[src/rtl/hub75_capture.sv]
// HUB75 panel snooper: synchronizes the panel bus, captures one row per latch, replays it as beats.
// Define HUB75_CAPTURE_OE_MEAS_EN to measure #OE-active cycles per row on oe_cycles.
module hub75_capture #(
    parameter int NUM_COLUMNS = 64,
    parameter int SYNC_STAGES = 2
) (
    input  logic        clk_in,
    input  logic        reset,
    input  logic        clk_pixel,
    input  logic        row_latch,
    input  logic        output_enable_n,
    input  logic [3:0]  row_address,
    input  logic [2:0]  rgb1,
    input  logic [2:0]  rgb2,
    output logic        out_valid,
    input  logic        out_ready,
    output logic [2:0]  out_rgb1,
    output logic [2:0]  out_rgb2,
    output logic [5:0]  out_column,
    output logic [3:0]  out_row,
    output logic        out_last,
    output logic [15:0] oe_cycles,
    output logic        overflow,
    output logic        col_error
);
    localparam int AW = $clog2(NUM_COLUMNS);
    localparam int CW = AW + 1;
    localparam int SW = 13;

    typedef enum logic [1:0] {IDLE, LOAD, SEND} state_e;

    logic [SW-1:0] sync_q [SYNC_STAGES];
    logic [SW-1:0] s;
    logic          pix_prev_q, lat_prev_q;
    logic          pix_s, lat_s, oen_s;
    logic [3:0]    addr_s;
    logic [5:0]    data_s;
    logic          pix_rise, lat_rise, full, pix_store, start, accept, last_beat;
    logic [CW-1:0] fill_count_q, count_q, commit_cnt;
    logic          fill_sel_q;
    logic [AW-1:0] col_q;
    logic [3:0]    row_q;
    logic [5:0]    pix_q;
    logic          overflow_q, col_error_q;
    logic [5:0]    buf_q [2][NUM_COLUMNS];
    state_e        state_q, state_d;

    always_ff @(posedge clk_in or negedge reset) begin
        if (!reset) begin
            for (int i = 0; i < SYNC_STAGES; i++) sync_q[i] <= '0;
        end else begin
            sync_q[0] <= {clk_pixel, row_latch, output_enable_n, row_address, rgb1, rgb2};
            for (int i = 1; i < SYNC_STAGES; i++) sync_q[i] <= sync_q[i-1];
        end
    end

    assign s          = sync_q[SYNC_STAGES-1];
    assign pix_s      = s[12];
    assign lat_s      = s[11];
    assign oen_s      = s[10];
    assign addr_s     = s[9:6];
    assign data_s     = s[5:0];
    assign pix_rise   = pix_s & ~pix_prev_q;
    assign lat_rise   = lat_s & ~lat_prev_q;
    assign full       = (fill_count_q == CW'(NUM_COLUMNS));
    assign pix_store  = pix_rise & ~full;
    // A pixel arriving with the latch belongs to the row being committed
    assign commit_cnt = fill_count_q + CW'(pix_store);
    assign start      = lat_rise && (commit_cnt != '0) && (state_q == IDLE);
    assign accept     = out_valid & out_ready;
    assign last_beat  = ((CW'(col_q) + CW'(1)) == count_q);

    always_ff @(posedge clk_in) begin
        if (pix_store) buf_q[fill_sel_q][fill_count_q[AW-1:0]] <= data_s;
    end

    always_ff @(posedge clk_in or negedge reset) begin
        if (!reset) state_q <= IDLE;
        else        state_q <= state_d;
    end

    always_comb begin
        state_d = state_q;
        unique case (state_q)
            IDLE:    if (start) state_d = LOAD;
            LOAD:    state_d = SEND;
            SEND:    if (accept && last_beat) state_d = IDLE;
            default: state_d = IDLE;
        endcase
    end

    always_comb begin
        out_valid = (state_q == SEND);
        out_last  = (state_q == SEND) && last_beat;
    end

    always_ff @(posedge clk_in or negedge reset) begin
        if (!reset) begin
            pix_prev_q   <= 1'b0;
            lat_prev_q   <= 1'b0;
            fill_count_q <= '0;
            fill_sel_q   <= 1'b0;
            count_q      <= '0;
            col_q        <= '0;
            row_q        <= '0;
            pix_q        <= '0;
            overflow_q   <= 1'b0;
            col_error_q  <= 1'b0;
        end else begin
            pix_prev_q <= pix_s;
            lat_prev_q <= lat_s;
            if (pix_rise && full) col_error_q <= 1'b1;
            if (pix_store) fill_count_q <= fill_count_q + CW'(1);
            if (lat_rise) begin
                fill_count_q <= '0;
                if (commit_cnt != '0) begin
                    if (state_q == IDLE) begin
                        fill_sel_q <= ~fill_sel_q;
                        count_q    <= commit_cnt;
                        row_q      <= addr_s;
                        col_q      <= '0;
                    end else begin
                        overflow_q <= 1'b1;
                    end
                end
            end
            // The drain buffer is always the one not being filled
            if (state_q == LOAD) pix_q <= buf_q[~fill_sel_q][col_q];
            if (state_q == SEND && accept && !last_beat) begin
                col_q <= col_q + AW'(1);
                pix_q <= buf_q[~fill_sel_q][col_q + AW'(1)];
            end
        end
    end

    assign out_rgb1   = pix_q[5:3];
    assign out_rgb2   = pix_q[2:0];
    assign out_column = 6'(col_q);
    assign out_row    = row_q;
    assign overflow   = overflow_q;
    assign col_error  = col_error_q;

`ifdef HUB75_CAPTURE_OE_MEAS_EN
    logic [15:0] oe_cnt_q, oe_cycles_q;

    always_ff @(posedge clk_in or negedge reset) begin
        if (!reset) begin
            oe_cnt_q    <= '0;
            oe_cycles_q <= '0;
        end else if (lat_rise) begin
            oe_cycles_q <= oe_cnt_q;
            oe_cnt_q    <= '0;
        end else if (!oen_s && oe_cnt_q != 16'hFFFF) begin
            oe_cnt_q <= oe_cnt_q + 16'd1;
        end
    end

    assign oe_cycles = oe_cycles_q;
`else
    logic unused_oe;
    assign unused_oe = oen_s;
    assign oe_cycles = '0;
`endif
endmodule

[config.mk]
export PLATFORM = sky130hd
export DESIGN_NAME = hub75_capture
export DESIGN_NICKNAME = d
export VERILOG_FILES = /design/src/rtl/hub75_capture.sv
export SDC_FILE = /design/constraint.sdc
export NUM_CORES = 1
export LEC_CHECK = 0
export BUFFER_PORTS_ARGS = -buffer_cell sky130_fd_sc_hd__buf_4
export CORE_MARGIN = 1
export CORE_UTILIZATION = 40
export DETAILED_ROUTE_END_ITERATION = 7
export GPL_ROUTABILITY_DRIVEN = 0
export MAX_ROUTING_LAYER = met4
export SLEW_MARGIN = 20
export SYNTH_ARGS = -nofsm -noshare
export SYNTH_HDL_FRONTEND = slang
export SYNTH_SLANG_ARGS = --single-unit
[constraint.sdc]
create_clock -name clk_in -period 5.95 [get_ports clk_in]
set_input_delay 0.595 -clock clk_in [delete_from_list [all_inputs] [get_ports clk_in]]
set_output_delay 0.595 -clock clk_in [all_outputs]
set_load 0.05 [all_outputs]
* Yosys cells after proc, flatten, opt, wreduce, memory -nomap -nowiden
Memory sizes are Yosys's and may differ from the RTL's.
Cells that the tools add are included.
** Storage, ports and cells
- Memories kept :: 1
- Register bits after elaboration :: 63
- Word-level logic and storage cells :: 81
- Output and inout bits :: 36
- Bits of input ports :: 16
- Memory bits (writable) :: 768
** Operators by class
- Reduce and logical (&&, ||, !) cells :: 20
- Mux-type cells :: 21
- Bitwise operators :: 12
- Equal/unequal tests :: 6
- Add/subtract/negate cells :: 4
- Magnitude comparators :: 4
** Memories
- buf_q :: depth 2, bits a word 384, rd ports 1, clocked after Yosys merged registers in 0, write ports 1, line 45 : logic [5:0] buf_q [2][NUM_COLUMNS];
** Operators with widths (count)
- 384-bit 2-to-1 mux :: 1
- 6-bit binary-select mux with 6-bit select :: 2
- 6-bit 2-to-1 mux :: 11
- 6-bit demux with 6-bit select :: 1
- 7-bit >= comparator (second input constant) :: 3
- 6-bit NOT with 7-bit output :: 3
- 7-bit 2-to-1 mux :: 2
- 2-bit nonzero test :: 5
- 3-bit AND reduction :: 3
- 1-bit logical AND :: 8
- 6-bit by 1-bit adder with 7-bit output (second input constant) :: 1
- 7-bit by 1-bit adder with 7-bit output :: 1
- 7-bit by 1-bit adder with 7-bit output (second input constant) :: 1
- 7-bit == test :: 1
- 7-bit == test (second input constant) :: 1
- 7-bit by 1-bit < comparator with 1-bit output (second input constant) :: 1
- 7-bit nonzero test :: 1
- 6-bit by 1-bit adder with 6-bit output (second input constant) :: 1
- 2-bit one-hot mux with 3 select lines :: 1
- 1-bit NOT :: 5
- 1-bit AND :: 4
- 2-bit 2-to-1 mux :: 2
- 2-bit by 1-bit == test with 1-bit output (second input constant) :: 1
- 2-bit == test (second input constant) :: 1
- 6 further kinds :: 6

* Depth between registers and ports, before layout
- Word-level depth :: 9
- Depth in mapped cells :: 15
- Depth with buffers taken out :: 12

* Worst setup path after synthesis
Ideal clock, no wire load.
- Path type :: register to register
- From :: register fill_count_q[0]
- To :: register col_q[2] (netlist: out_column[2])
- Arrival time :: 2.818 ns
- Cell stages (with the launch flop) :: 16
- Buffers on the path :: 3
- Slack :: 3.003 ns
- Period minus slack after synthesis :: 2.947 ns
- Data required time :: 5.821 ns
- Library setup time :: 0.129 ns
- Cell sequence :: dfrtp_1 > clkbuf_1 > inv_1 > ha_1 > nand4_1 > nor2b_1 > buf_2 > ha_1 > ha_1 > nor2_1 > a32o_1 > a311o_1 > clkbuf_1 > and2_1 > o21ai_0 > o21ai_0
** Between the ends
- Word-level cells in the longest chain between the ends :: 7
** RTL lines
- start: declaration :: line 39 : logic [CW-1:0] fill_count_q, count_q, commit_cnt;
- start signal: assignment :: line 113 : if (pix_store) fill_count_q <= fill_count_q + CW'(1);
- 7-bit == test :: line 65 : assign full = (fill_count_q == CW'(NUM_COLUMNS));
- 1-bit NOT :: line 66 : assign pix_store = pix_rise & ~full;
- 1-bit AND :: line 66
- 7-bit by 1-bit adder with 7-bit output * :: line 68 : assign commit_cnt = fill_count_q + CW'(pix_store);
- 7-bit nonzero test * :: line 116 : if (commit_cnt != '0) begin
- 2-bit nonzero test (no line) *
- 3-bit AND reduction (no line) *
- end signal: assignment :: line 130 : col_q <= col_q + AW'(1);
- end: declaration :: line 41 : logic [AW-1:0] col_q;
Mark *: on every way between the ends. The rest lies on a longest branch, timed or not.
A chain may end at the register's enable or synchronous reset.

* Final worst setup path
- From :: register col_q[0] (netlist: out_column[0])
- To :: output out_last
** Between the ends
- Word-level cells in the longest chain between the ends :: 3
** RTL lines
- 6-bit by 1-bit adder with 7-bit output :: line 71 : assign last_beat = ((CW'(col_q) + CW'(1)) == count_q);
- 7-bit == test :: line 71
- 1-bit logical AND :: line 94 : out_last = (state_q == SEND) && last_beat;
- end: declaration :: line 21 : output logic out_last,
Every way passes these cells.

==> results.toml <==
[worst_setup_path]
rrSetupSlack_ns = 1.75
critPathMaxFanout = 48
worst-endpoint-arrival_ns = 3.93
crit_path_end_kind = "primary output"
crit_type = "flop to primary output"
worstPathRequired_ns = 5.36
cp-start-kind = "flop"

[grt]
grt_start_max_net_pins = 99
grt_first_pass_wirelength_um = 160000
grt_usage_pct = 23.3
grt_pass1_vias = 22600
grt_remaining_overflow = 0
antenna_found_initial = 2

[placed_design]
port_buffers = 34
place_hpwl_um = 71800

[yosys]
synthCells = 2370
synth.top_cell.area_share_pct = 60.2
netlist_top_cells_area = "edfxtp_1 (60%), mux4_2 (13%), mux2i_1 (6.1%), dfrtp_1 (4.0%), nor2_1 (1.8%)"
synth_edf_count = 768
synth_warnings = 0
ys.flop_type = "edfxtp_1"
yosysMostFrequentCell = "edfxtp_1"
synthDistinctLibCells = 72
syn_area_per_cell_um2 = 16.2
synth_top_cell_by_area = "edfxtp_1"
netlist_top_cells_count = "edfxtp_1 (768), mux2i_1 (234), mux4_2 (226)"
synth-seq-area-share_pct = 64.2
async_flop_share_pct = 7.36
syn_area_um2 = 38300
ys_ff_latch = 829

[run_status]
status = "completed"

[floorplanning]
die_y_um = 311
io_pins = 52
die_w_um = 311
dieArea_um2 = 96900
rows = 113
core_um2 = 94900
initial_core_util_pct = 40.3

[power]
p_total_mw = 20.1
power_leakage_nw = 14.0
ir_drop_uv = 315
power-per-cell-area_nw_per_um2 = 474

[routing]
drtIter0Drc = 3140
drc = 0
wl_per_cell_um = 29.5
wl_um = 110000
via_per_inst = 6.15
drtPass1Iterations = 6
routed-via-count = 22900
antenna_left = 0

[cells_and_area]
multi_input_area_um2 = 12600
drive_gt1_share_pct = 21.1
synthToLayoutAreaGrowth_pct = 11.1
seq_area_um2 = 24600
finalNetCount = 2403
fillerInstances = 8158

[clock_network]
cts_tree = "done"
cts_buffer_depth = 3
cts_hold_buffers = 0
cts.clk_slew.worst_paths_ns = 0.06
clkLatencyLatePin_ns = 0.65
cts_buffers = 87
htree_levels = 3
post_cts_resized = 0
cts_sinks = 829
post_cts_buffers = 0
cts_root_buffer = "clkbuf_16"

[timing]
fin_crit_sh_pct = 76.1
fmax_mhz = 221
skew_ns = 0.0285
tns_ns = 0
worstMarginPinSlew_ns = 1.21
setup_violations = 0
hold_viol_final = 0
rsz0062_at_grt = "no"
timing.slew.headroom_pct = 18.6
hold-worst-slack_ns = 0.0486
drv_slew = 0
timing.final.crit_period_ns = 4.53

[job]
drv_cap = 0

[hold_path]
hp-class = "input pin to async pin"
cell families after synthesis:
kind of cell / count (synthesis) / share of synthesized area (%)
AND/OR/NAND/NOR: 520 / 5.89
flip-flops: 829 / 64.2
multiplexers: 504 / 20.7
adder cells (fa/ha/maj): 5 / 0.163
other: 1 / 0.00980
XOR/XNOR: 25 / 0.644
buffers and inverters: 197 / 3.03
AO/OA/AOI/OAI: 289 / 5.31
layout make-up:
type | instances | share of cell area [%]
Multi-Input combinational cell | 1359 | 29.7
Clock buffer | 110 | 5.54
Tap cell | 1265 | 3.72
Antenna cell | 1 | 0.00589
Inverter | 12 | 0.115
Timing Repair Buffer | 93 | 1.88
Clock inverter | 48 | 1.09
Sequential cell | 829 | 57.9
flip-flops by register name, summed over array words and instances, names as in the netlist:
name          count
state_q           2
overflow          1
lat_prev_q        1
out_column        6
buf_q           768
out_row           4
count_q           7
pix_prev_q        1
s                12
col_error         1
pix_q             6
fill_count_q      7
sync_q           12
fill_sel_q        1
final timing paths:
path                               start            end  cells after the start
setup / recovery           out_column[0]       out_last                      8
hold / removal                     reset     sync_q[22]                      1
setup reg to reg           out_column[0]       pix_q[3]                      9
hold reg to reg               sync_q[24]          s[11]                      0
max in group asynchronous          reset  out_column[0]                      1
min in group clk_in              rgb1[0]     sync_q[16]                      1
critical path, cell delays in order (launching register included):
cell       delay, ns
dfrtp_4         0.65
ha_4            0.62
buf_4           0.70
xor2_1          0.14
nor2_1          0.19
o2111ai_1       0.20
nor2_1          0.25
and3_1          0.24
buf_4           0.22
through the flow:
stage | cells | util (%) | instance area, µm² | setup slack [ns]
floorplan | 2385 | - | 38300 | 3.00
global placement | 3558 | 41.8 | 39700 | 1.90
detailed placement | 3558 | 41.8 | 39700 | 1.85
CTS | 3716 | 44.8 | 42500 | 1.39
global route | 3716 | 44.8 | 42500 | 1.26
finish | 3717 | 44.8 | 42500 | 1.42
power breakdown:
part | switching [mW] | internal (mW)
clock | 2.25 | 3.15
combinational | 4.68 | 3.28
sequential | 0.313 | 6.47
total | 7.24 | 12.9
layer usage:
layer	vias up	routed length (µm)	track usage (%)
li1	9494	-	-
met5	-	0	-
met3	246	10200	5.31
met2	1249	51100	35.1
met4	0	3900	7.96
met1	11900	44400	31.3
placed cells by master, fill, tap and decap left out, types with 9 or more instances in the layout:
master,netlist,layout
nand4_1,14,14
clkinv_2,0,12
mux4_2,226,226
clkinv_1,0,17
and2_1,12,12
a31oi_1,14,14
clkbuf_16,0,90
buf_4,38,85
a211oi_1,19,19
dfrtp_1,61,51
edfxtp_1,768,768
xnor2_1,13,12
or3_1,9,9
nand2_1,186,185
mux2i_1,234,234
o211ai_1,11,11
o221ai_1,35,35
mux2_2,44,44
conb_1,1,16
clkbuf_1,56,17
a221oi_1,11,11
o22ai_1,22,22
nand3_1,51,49
nor2b_1,21,21
nor2_1,188,188
a21oi_1,55,55
xor2_1,10,9
o21ai_0,47,47
nor3_1,9,9
Power figures use the tool's default switching activity.
